File: config.mk
export PLATFORM = sky130hd
export DESIGN_NAME = clk_div_prog
export DESIGN_NICKNAME = d
export VERILOG_FILES = /design/src/rtl/clk_div_prog.sv
export SDC_FILE = /design/constraint.sdc
export NUM_CORES = 1
export LEC_CHECK = 0
export ABC_AREA = 1
export BUFFER_PORTS_ARGS = -buffer_cell sky130_fd_sc_hd__buf_2
export CAP_MARGIN = 20
export CELL_PAD_IN_SITES_DETAIL_PLACEMENT = 1
export CELL_PAD_IN_SITES_GLOBAL_PLACEMENT = 1
export CORE_ASPECT_RATIO = 1.4
export CORE_MARGIN = 8
export CORE_UTILIZATION = 40
export CTS_CLUSTER_SIZE = 16
export DETAILED_ROUTE_END_ITERATION = 12
export GPL_TIMING_DRIVEN = 0
export PLACE_DENSITY_LB_ADDON = 0.1
export SETUP_SLACK_MARGIN = 0.02
export SLEW_MARGIN = 10
export SYNTH_ARGS = -nofsm -noshare
export SYNTH_HDL_FRONTEND = slang
export SYNTH_SLANG_ARGS = --single-unit
File: constraint.sdc
create_clock -name clk -period 2.48 [get_ports clk]
set_input_delay 0.124 -clock clk [delete_from_list [all_inputs] [get_ports clk]]
set_output_delay 0.124 -clock clk [all_outputs]
set_load 0.005 [all_outputs]
File: src/rtl/clk_div_prog.sv
// clk_div_prog: programmable clock divider / tick generator.
// Divides clk by a runtime-loadable divisor D and produces a 50%-duty square wave (out),
// a one-cycle strobe at each terminal count (tick), a RUN indicator (busy) and the live count.
// Continuous and one-shot (start/busy) modes are supported.
// Optional macro CLKDIV_PRESCALE_EN adds a PRESCALE-bit prescaler in front of the main counter,
// stretching the period to D * 2^PRESCALE clk cycles while tick stays one clk cycle wide.

module clk_div_prog #(
    parameter int unsigned WIDTH    = 17,
    parameter int unsigned RST_DIV  = 65536,
    parameter int unsigned PRESCALE = 4
) (
    input  logic             clk,
    input  logic             rst,
    input  logic             En,
    input  logic [WIDTH-1:0] div_in,
    input  logic             div_load,
    input  logic             one_shot,
    input  logic             start,
    output logic             out,
    output logic             tick,
    output logic             busy,
    output logic [WIDTH-1:0] count
);

    typedef enum logic [0:0] {
        StIdle,
        StRun
    } state_e;

    localparam logic [WIDTH-1:0] RstDiv = WIDTH'(RST_DIV);

    state_e           state_q;
    logic [WIDTH-1:0] div_reg_q;
    logic [WIDTH-1:0] div_pend_q;
    logic             pend_q;
    logic             mode_q;
    logic [WIDTH-1:0] count_q;
    logic             out_q;
    logic             tick_q;
    logic             busy_q;

    logic [WIDTH-1:0] term_val;
    logic             at_term;
    logic             step;
    logic             enter_run;

    // Terminal value is D-1; divisors 0 and 1 both collapse to divide-by-1 (terminal 0).
    always_comb begin
        term_val = '0;
        if (div_reg_q > WIDTH'(1)) begin
            term_val = div_reg_q - WIDTH'(1);
        end
        at_term   = (count_q == term_val);
        enter_run = En && (!one_shot || start);
    end

`ifdef CLKDIV_PRESCALE_EN
    logic [PRESCALE-1:0] pre_q;

    // Prescaler is held at zero in IDLE, so it is clear on the entry edge, and free-runs in RUN.
    always_ff @(posedge clk or negedge rst) begin
        if (!rst) begin
            pre_q <= '0;
        end else if (state_q == StIdle) begin
            pre_q <= '0;
        end else if (En) begin
            pre_q <= pre_q + PRESCALE'(1);
        end
    end

    // Main counter advances only when the prescaler is about to wrap.
    always_comb begin
        step = En && (&pre_q);
    end
`else
    logic unused_prescale;

    // Without the prescaler every enabled RUN edge advances the counter.
    always_comb begin
        step            = En;
        unused_prescale = ^PRESCALE;
    end
`endif

    // Control FSM with counter, divisor staging and registered outputs.
    always_ff @(posedge clk or negedge rst) begin
        if (!rst) begin
            state_q    <= StIdle;
            div_reg_q  <= RstDiv;
            div_pend_q <= '0;
            pend_q     <= 1'b0;
            mode_q     <= 1'b0;
            count_q    <= '0;
            out_q      <= 1'b0;
            tick_q     <= 1'b0;
            busy_q     <= 1'b0;
        end else begin
            tick_q <= 1'b0;
            unique case (state_q)
                StIdle: begin
                    // No period is in flight, so a new divisor applies at once.
                    if (div_load) begin
                        div_reg_q <= div_in;
                        pend_q    <= 1'b0;
                    end
                    if (enter_run) begin
                        state_q <= StRun;
                        mode_q  <= one_shot;
                        count_q <= '0;
                        busy_q  <= 1'b1;
                    end
                end
                StRun: begin
                    if (step) begin
                        if (at_term) begin
                            count_q <= '0;
                            out_q   <= ~out_q;
                            tick_q  <= 1'b1;
                            if (pend_q) begin
                                div_reg_q <= div_pend_q;
                            end
                            pend_q <= 1'b0;
                            if (mode_q) begin
                                state_q <= StIdle;
                                busy_q  <= 1'b0;
                            end
                        end else begin
                            count_q <= count_q + WIDTH'(1);
                        end
                    end
                    // A load during RUN, even on the terminal edge, waits for the next
                    // terminal count; a later load overwrites an earlier one.
                    if (div_load) begin
                        div_pend_q <= div_in;
                        pend_q     <= 1'b1;
                    end
                end
                default: begin
                    state_q <= StIdle;
                end
            endcase
        end
    end

    assign out   = out_q;
    assign tick  = tick_q;
    assign busy  = busy_q;
    assign count = count_q;

endmodule
**Word level (Yosys, flattened, before mapping)**

Cells that the tools add are included.

- Flip-flop bits (word level): 57
- Bits of input ports: 23
- Output and inout port bits: 20
- Word-level logic and storage cells: 61

- Add/sub/neg operators: 2
- $lt $le $gt $ge: 1
- Equal/unequal tests: 9
- Muxes and demuxes: 28
- Bitwise gates (word level): 2
- Reduce and logical (&&, ||, !) cells: 10

Operators by type and width:

| kind | count |
|---|---|
| two-way mux 17 bit | 8 |
| case mux 17 bit (2 select lines) | 2 |
| adder 17 x 1 -> 17 bit (second input constant) | 1 |
| equality test 17 bit | 1 |
| > comparator 17 x 1 -> 1 bit (second input constant) | 1 |
| subtractor 17 x 1 -> 17 bit (second input constant) | 1 |
| two-way mux 1 bit | 15 |
| AND reduction 4 bit | 2 |
| inequality test 2 x 1 -> 1 bit (second input constant) | 3 |
| inequality test 2 bit (second input constant) | 3 |
| case mux 1 bit (2 select lines) | 3 |
| AND reduction 2 bit | 3 |
| AND reduction 3 bit | 2 |
| inequality test 3 x 2 -> 1 bit (second input constant) | 1 |
| inequality test 3 bit (second input constant) | 1 |
| inverter 1 bit | 2 |
| logical AND 1 bit | 1 |
| logical NOT 1 bit | 1 |
| logical OR 1 bit | 1 |

**Depth between registers and ports, before layout**

Gate-level depths: netlist of run 1.

- Depth after elaboration: 7
- Mapped depth: 21
- Gate-level depth less buffers: 20

**Worst setup path before layout of run 1**

No wires, ideal clock.

- Path type: reg-to-reg
- Start point: register div_reg_q[0]
- End point: register div_reg_q[2]
- Library setup time: 0.117 ns
- Data arrival time: 2.134 ns
- Required time: 2.363 ns
- Setup slack: 0.229 ns
- Stages on the path, launching flop included: 19
- Buffers on the path: 1
- Period minus slack after synthesis: 2.251 ns
- Path through: dfrtp_1 > inv_1 > ha_1 > inv_1 > nor2_1 > nand2_1 > nand2_1 > nand2_1 > o21ai_0 > nand2_1 > nor2_1 > nand3_1 > nor2_2 > nand2_1 > nand2_4 > nand2_4 > buf_6 > nand2_1 > nand2_1

- Cells in the longest elaborated chain, start to end: 5
- Elaborated cells between the ends (all ways): 6
- Classes of those cells: 1 x add/sub; 1 x order compare; 2 x eq/ne; 1 x mux; 1 x reduce/logical

RTL lines:

| item | RTL line | RTL |
|---|---|---|
| start: declaration | 34 | `logic [WIDTH-1:0] div_reg_q;` |
| start signal: assignment | 90 | `div_reg_q <= RstDiv;` |
| start signal: assignment | 104 | `div_reg_q <= div_in;` |
| start signal: assignment | 121 | `div_reg_q <= div_pend_q;` |
| subtractor 17 x 1 -> 17 bit or > comparator 17 x 1 -> 1 bit (tied branches) | 52, 51 |  |
| two-way mux 17 bit (*) | 51 | `if (div_reg_q > WIDTH'(1)) begin` |
| equality test 17 bit (*) | 54 | `at_term = (count_q == term_val);` |
| inequality test 2 x 1 -> 1 bit (no line) (*) | - |  |
| AND reduction 4 bit (no line) (*) | - |  |

Mark *: on every way between the ends. The rest lies on a longest branch, timed or not.
A chain may end at the register's enable or synchronous reset.

**Worst setup path in the final report of run 1**

- Start point: register div_reg_q[1]
- End point: register busy_q, in the netlist busy

- Cells in the longest elaborated chain, start to end: 5
- Elaborated cells between the ends (all ways): 6
- Classes of those cells: 1 x add/sub; 1 x order compare; 2 x eq/ne; 1 x mux; 1 x reduce/logical

RTL lines:

| item | RTL line | RTL |
|---|---|---|
| subtractor 17 x 1 -> 17 bit or > comparator 17 x 1 -> 1 bit (tied branches) | 52, 51 |  |
| two-way mux 17 bit (*) | 51 |  |
| equality test 17 bit (*) | 54 |  |
| inequality test 2 x 1 -> 1 bit (no line) (*) | - |  |
| AND reduction 4 bit (no line) (*) | - |  |
| end signal: assignment | 97 | `busy_q <= 1'b0;` |
| end signal: assignment | 111 | `busy_q <= 1'b1;` |
| end signal: assignment | 126 | `busy_q <= 1'b0;` |
| end: declaration | 41 | `logic busy_q;` |

Marks and branches as above.

==> reports/qor.yml, run 1 <==
violations: "negative setup slack"
min_path_type: "input pin to flop"
synth_cell_types: 30
worstPathArrival_ns: 2.79
synth_top_cell_by_area: "dfrtp_1"
cellLeakagePower_nw: 2.37
hold_viol_final: 0
holdPathEnd: "mode_q"
ys_seq_area_share_pct: 40.9
final_area_um2: 4670
synth.area.top_cells: "dfrtp_1, nand2_1, o21ai_0"
n_fill_cell: 1078
synth_edf_count: 0
synth_top_area_share_pct: 40.1
period_needed_ns: 2.57
rsz0062_at_grt: "yes"
relSlewSlack_pct: 50.0
wire_per_inst_um: 16.7
synthTopCellsByCount: "nand2_1, dfrtp_1, inv_1, nor2_1, o21ai_0"
portBuffers: 42
clkLatencyLatePin_ns: 0.33
die_y_um: 127
fin_crit_sh_pct: 104
start_util_pct: 40.8
dpl.hpwl_um: 8000
finalWorstSetupSlack_ns: -0.0920
r2r_cells: 22
utilization_pct: 54.6
core-area_um2: 8560
setup_viol: 27
drive_gt1_share_pct: 26.4
layout.nets: 600
syn_avg_cell_area_um2: 7.01
cts_tree: "built"
cts_inserted_buffers: 9
required_ns: 2.70
synth_flop_cell: "dfrtp_1"
drcViolationCount: 0
slowest_delay_ns: 0.45
antenna_found_initial: 0
grt_pass1_wl_um: 18400
ant_nets: 0
peakVddDrop_uv: 444
root_buffer: "clkbuf_16"
placementRows: 40
syn-num-nets: 524
status: "finished, violations left"
r2r-end: "busy"
yosys_register_bits: 57
fin_skew_ns: 0.00581
synth_async_sr_flop_share_pct: 100
dr.first_iter.drc_count: 102
grt_overflow: 0
first_pass_iters: 4
min_from: "one_shot"
avgViaCountPerCell: 5.09
diodes: 0
critPathMaxFanout: 7
tns_ns: -1.08
drv_cap: 0
grt_pass1_vias: 3788
io_pins: 43
powerDensity_nw_per_um2: 1240
track_usage_pct: 19.6
tightest_slew_ns: 0.750
die_w_um: 95.0
dieArea_um2: 12000
clock_path_buffers: 2
cp-end-kind: "flop"
crit_top_cell: "nand2_2"
yosysMostFrequentCell: "nand2_1"
vias: 3483
clock_tree.htree_level_count: 3
routabilityCongestion: 0.829
cts_sinks: 57
start_kind: "flop"
r2r-start: "div_reg_q[1]"
rrSetupSlack_ns: -0.09
wl_um: 11400
syn_inst: 498
total_power_mw: 5.79
dpl_cell_area_um2: 3840
grt_max_degree: 58
min_path_cells: 3
area_growth_pct: 33.7
fmax_mhz: 389
drv_slew: 0
synth_warnings: 0
cts.clk_slew.worst_paths_ns: 0.05
post-place-ws_ns: -0.630
path_cells: "inv_2, ha_4, inv_2, nor2_2, nand2_1, nor2_2, nand2_2, nand2_4, buf_6, nor2_1, nand2_1, nand2_2, nor2_1, nand3_1, nor2_4, nand2_4, nand2_8, buf_12, buf_6, nand2_2, nand2_2, nand2_2"
critical_path_class: "flop to flop"
syn-cell-area_um2: 3490
crit_slowest_cell: "dfrtp_2"
-- routing by layer --
layer | up-vias | part of all wire [%] | global-route usage (%)
met1 | 1680 | 36 | 19.4
met2 | 59 | 57 | 36.3
li1 | 1713 | - | -
met5 | - | 0 | 0
met3 | 31 | 3.2 | 3.60
met4 | 0 | 4.1 | 11.8
-- state kept, by name (all words and copies together) (netlist names) --
| name | count |
|---|---|
| busy | 1 |
| out | 1 |
| state_q | 1 |
| mode_q | 1 |
| div_pend_q | 17 |
| tick | 1 |
| count | 17 |
| pend_q | 1 |
| div_reg_q | 17 |
-- placed cells by master (no fill, tap or decap), types with 2 or more instances in the layout --
cell type	instances
nand2_1	142
inv_1	51
dfrtp_1	50
buf_2	43
o21ai_0	40
nor2_1	39
nand3_1	37
xor2_1	21
nand2_2	17
a21oi_1	14
buf_4	13
nor2_4	10
clkbuf_1	10
clkbuf_16	10
nor2_2	9
buf_6	9
dfrtp_2	6
inv_2	4
o21ai_1	4
nand4_1	4
nand2_4	3
nand3b_1	3
o21bai_1	3
xnor2_1	3
a21oi_2	3
nand3_4	2
o21ai_2	2
nand2_8	2
buf_8	2
nor3_1	2
ha_4	2
clkbuf_8	2
buf_12	2
-- cell families (layout without fill, tap and decap cells) --
| group | Yosys count | in the layout | synth area share (%) |
|---|---|---|---|
| AND/OR/NAND/NOR | 273 | 273 | 33.0 |
| buffers and inverters | 72 | 153 | 8.56 |
| AO/OA/AOI/OAI | 67 | 67 | 9.96 |
| flip-flops | 57 | 57 | 40.9 |
| XOR/XNOR | 26 | 26 | 6.52 |
| adder cells (fa/ha/maj) | 3 | 3 | 1.07 |
-- where the power goes --
group | switching (mW) | internal (mW) | total (mW)
combinational | 1.82 | 1.16 | 2.98
sequential | 0.347 | 1.18 | 1.53
clock | 0.446 | 0.832 | 1.28
total | 2.61 | 3.18 | 5.79
-- worst max-delay path by stage --
stage | start | to | slack [ns]
after floorplan | div_reg_q[0] | div_reg_q[2] | 0.23
after global placement | div_reg_q[2] | count[15] | -0.57
after detailed placement | div_reg_q[2] | count[12] | -0.63
after CTS | div_reg_q[1] | div_reg_q[4] | -0.11
after global routing | div_reg_q[3] | busy | -0.25
final | div_reg_q[1] | busy | -0.09
-- metrics by stage --
step                hold WS, ns  cells
floorplan                -0.172    498
global placement          0.367    645
detailed placement        0.245    645
CTS                      0.0224    674
global route             0.0704    684
finish                   0.0344    684
-- cell type report --
cell class	instances	area [um2]	area share (%)
Buffer	16	110	2.36
Clock buffer	12	256	5.49
Clock inverter	4	51.3	1.10
Inverter	56	213	4.55
Multi-Input combinational cell	369	2000	42.9
Sequential cell	57	1440	30.7
Tap cell	105	131	2.81
Timing Repair Buffer	65	470	10.1
-- worst max-delay path, delay by kind of cell, from the launching register on --
family | cells | cell delay [ns]
fa+ha+maj | 1 | 0.12
buf+inv | 5 | 0.50
flops | 1 | 0.45
simple gates | 16 | 1.36
-- timing repair --
item | in CTS | in global routing
setup buffers | 9 | 9
hold buffers | 1 | 0
cloned | 3 | 1
pin swaps | 11 | 33
setup endpoints to repair | 39 | 38
resized for setup | 50 | 38
endpoints found under the hold margin | 56 | 0
(Power assumes the default switching activity.)
==> inputs of run 2 (changes only) <==
RECOVER_POWER = 25   (was not set)
==> run 2 against run 1 <==
The run still ends with negative setup slack left. Clock skew about the same. Critical path depth unchanged. Non-clock buffer count stayed put. Register-to-register slack hardly changed. Die area unchanged. Worst setup slack better by 0.00083 ns. Largest cell class unchanged.
==> reports/qor.yml, run 2 (synthesized netlist as in run 1, its figures left out) <==
r2r-end: "busy"
dieArea_um2: 12000  # unchanged
relSlewSlack_pct: 2.46  # -48 points
drv_slew: 0  # unchanged
crit_top_cell: "nand2_2"
first_pass_iters: 4  # unchanged
status: "finished, violations left"
clock_path_buffers: 2  # unchanged
worstPathArrival_ns: 2.79  # about the same
clock_tree.htree_level_count: 3  # unchanged
routabilityCongestion: 0.829  # unchanged
grt_max_degree: 58  # unchanged
final_common_cell: "nand2_1"
vias: 3489  # +0.17%
drive_gt1_share_pct: 25.2  # -1.2 points
critPathTopFamily: "simple AND/OR/NAND/NOR gates"
layout_common_cells: "nand2_1, inv_1, dfrtp_1"
fmax_mhz: 389  # about the same
fin_crit_sh_pct: 104  # about the same
critPathMaxFanout: 7  # unchanged
dpl.hpwl_um: 8000  # unchanged
r2r-start: "div_reg_q[1]"
cp-end-kind: "flop"
holdPathEnd: "mode_q"
ant_nets: 0  # unchanged
min_path_type: "input pin to flop"
cts_inserted_buffers: 9  # unchanged
hold_viol_final: 0  # unchanged
dr.first_iter.drc_count: 104  # +2.0%
min_path_cells: 3  # unchanged
rrSetupSlack_ns: -0.09  # about the same
post-place-ws_ns: -0.630  # unchanged
tightest_slew_ns: 1.46  # +0.713 ns
wire_per_inst_um: 16.7  # -0.14%
utilization_pct: 54.4  # -0.13 points
area_growth_pct: 33.4
avgViaCountPerCell: 5.10  # +0.17%
cellLeakagePower_nw: 2.34  # -1.1%
fin_skew_ns: 0.00567  # -0.000148 ns
crit_slowest_cell: "dfrtp_2"
critical_path_class: "flop to flop"
violations: "negative setup slack"
die_y_um: 127  # unchanged
period_needed_ns: 2.57  # -0.000830 ns
wl_um: 11400  # -0.14%
r2r_cells: 22  # unchanged
drcViolationCount: 0  # unchanged
drv_cap: 0  # unchanged
peakVddDrop_uv: 444  # about the same
powerDensity_nw_per_um2: 1240  # about the same
rsz0062_at_grt: "yes"
portBuffers: 42  # unchanged
grt_pass1_vias: 3788  # unchanged
critPathBufInv: 5  # unchanged
cts.clk_slew.worst_paths_ns: 0.05  # about the same
start_util_pct: 40.8  # unchanged
path_cells: "inv_2, ha_4, inv_2, nor2_2, nand2_1, nor2_2, nand2_2, nand2_4, buf_6, nor2_1, nand2_1, nand2_2, nor2_1, nand3_1, nor2_4, nand2_4, nand2_8, buf_12, buf_6, nand2_2, nand2_2, nand2_2"
diodes: 0  # unchanged
core-area_um2: 8560  # unchanged
track_usage_pct: 19.6  # unchanged
required_ns: 2.70  # about the same
grt_overflow: 0  # unchanged
finalWorstSetupSlack_ns: -0.0911  # +0.000830 ns
placementRows: 40  # unchanged
root_buffer: "clkbuf_16"
slowest_delay_ns: 0.45  # about the same
layout.nets: 600  # unchanged
min_from: "one_shot"
setup_viol: 27  # unchanged
clkLatencyLatePin_ns: 0.33  # about the same
grt_pass1_wl_um: 18400  # unchanged
io_pins: 43  # unchanged
antenna_found_initial: 0  # unchanged
cts_sinks: 57  # unchanged
die_w_um: 95.0  # unchanged
cts_tree: "built"
start_kind: "flop"
whs_ns: 0.0352  # +0.000723 ns
==> run 2: changes by cell type in the layout (fill, tap and decap cells not counted), sizes merged <==
cell / previous run / this run
buf: 70 / 62
clkbuf: 22 / 30
==> run 2: layout make-up <==
type / count / area (um2)
buffer: 16 / 110
clock buffer: 12 / 256
clock inverter: 4 / 51.3
fill: 1084 / 3900
inverter: 56 / 213
multi-input combinational: 369 / 2000
sequential: 57 / 1440
tap: 105 / 131
timing repair buffer: 65 / 459
==> run 2: stage by stage <==
stage / power, mW / cells / instance area [um2] / TNS (ns)
global placement: 3.72 / 645 / 3830 / -18.26
global route: 6.26 / 684 / 4660 / -6.02
detailed placement: 3.82 / 645 / 3840 / -19.73
floorplan: 3.11 / 498 / 3490 / 0
CTS: 5.48 / 674 / 4460 / -2.01
finish: 5.78 / 684 / 4660 / -1.06
==> run 2: how the worst max path moves through the flow <==
stage              endpoint          from  slack (ns)  cells past startpoint
2_1_floorplan  div_reg_q[2]  div_reg_q[0]        0.23                     18
3_3_place_gp      count[15]  div_reg_q[2]       -0.57                     16
3_5_place_dp      count[12]  div_reg_q[2]       -0.63                     16
4_1_cts        div_reg_q[4]  div_reg_q[1]       -0.11                     21
5_1_grt                busy  div_reg_q[3]       -0.25                     18
6_report               busy  div_reg_q[1]       -0.09                     22
==> run 2: metal layers <==
| layer | part of all wire, % | GRT usage, % |
|---|---|---|
| met3 | 3.2 | 3.60 |
| met4 | 4.1 | 11.8 |
| met5 | 0 | 0 |
| met2 | 56 | 36.3 |
| met1 | 36 | 19.4 |
==> run 2: what timing repair did <==
action / CTS / global route
endpoints found under the setup margin: 39 / 38
buffers inserted: 9 / 9
gates cloned: 3 / 1
hold endpoints to repair: 56 / 0
hold buffers: 1 / 0
pin swaps: 11 / 33
resized for setup: 50 / 38
==> run 2: tightest hold or removal path, stage by stage <==
cell,delay [ns]
buf_2,0.09
nand2_1,0.05
o21ai_0,0.06
==> run 2: power by group <==
part | internal, mW | switching [mW]
clock network | 0.832 | 0.443
logic | 1.15 | 1.82
registers | 1.18 | 0.347
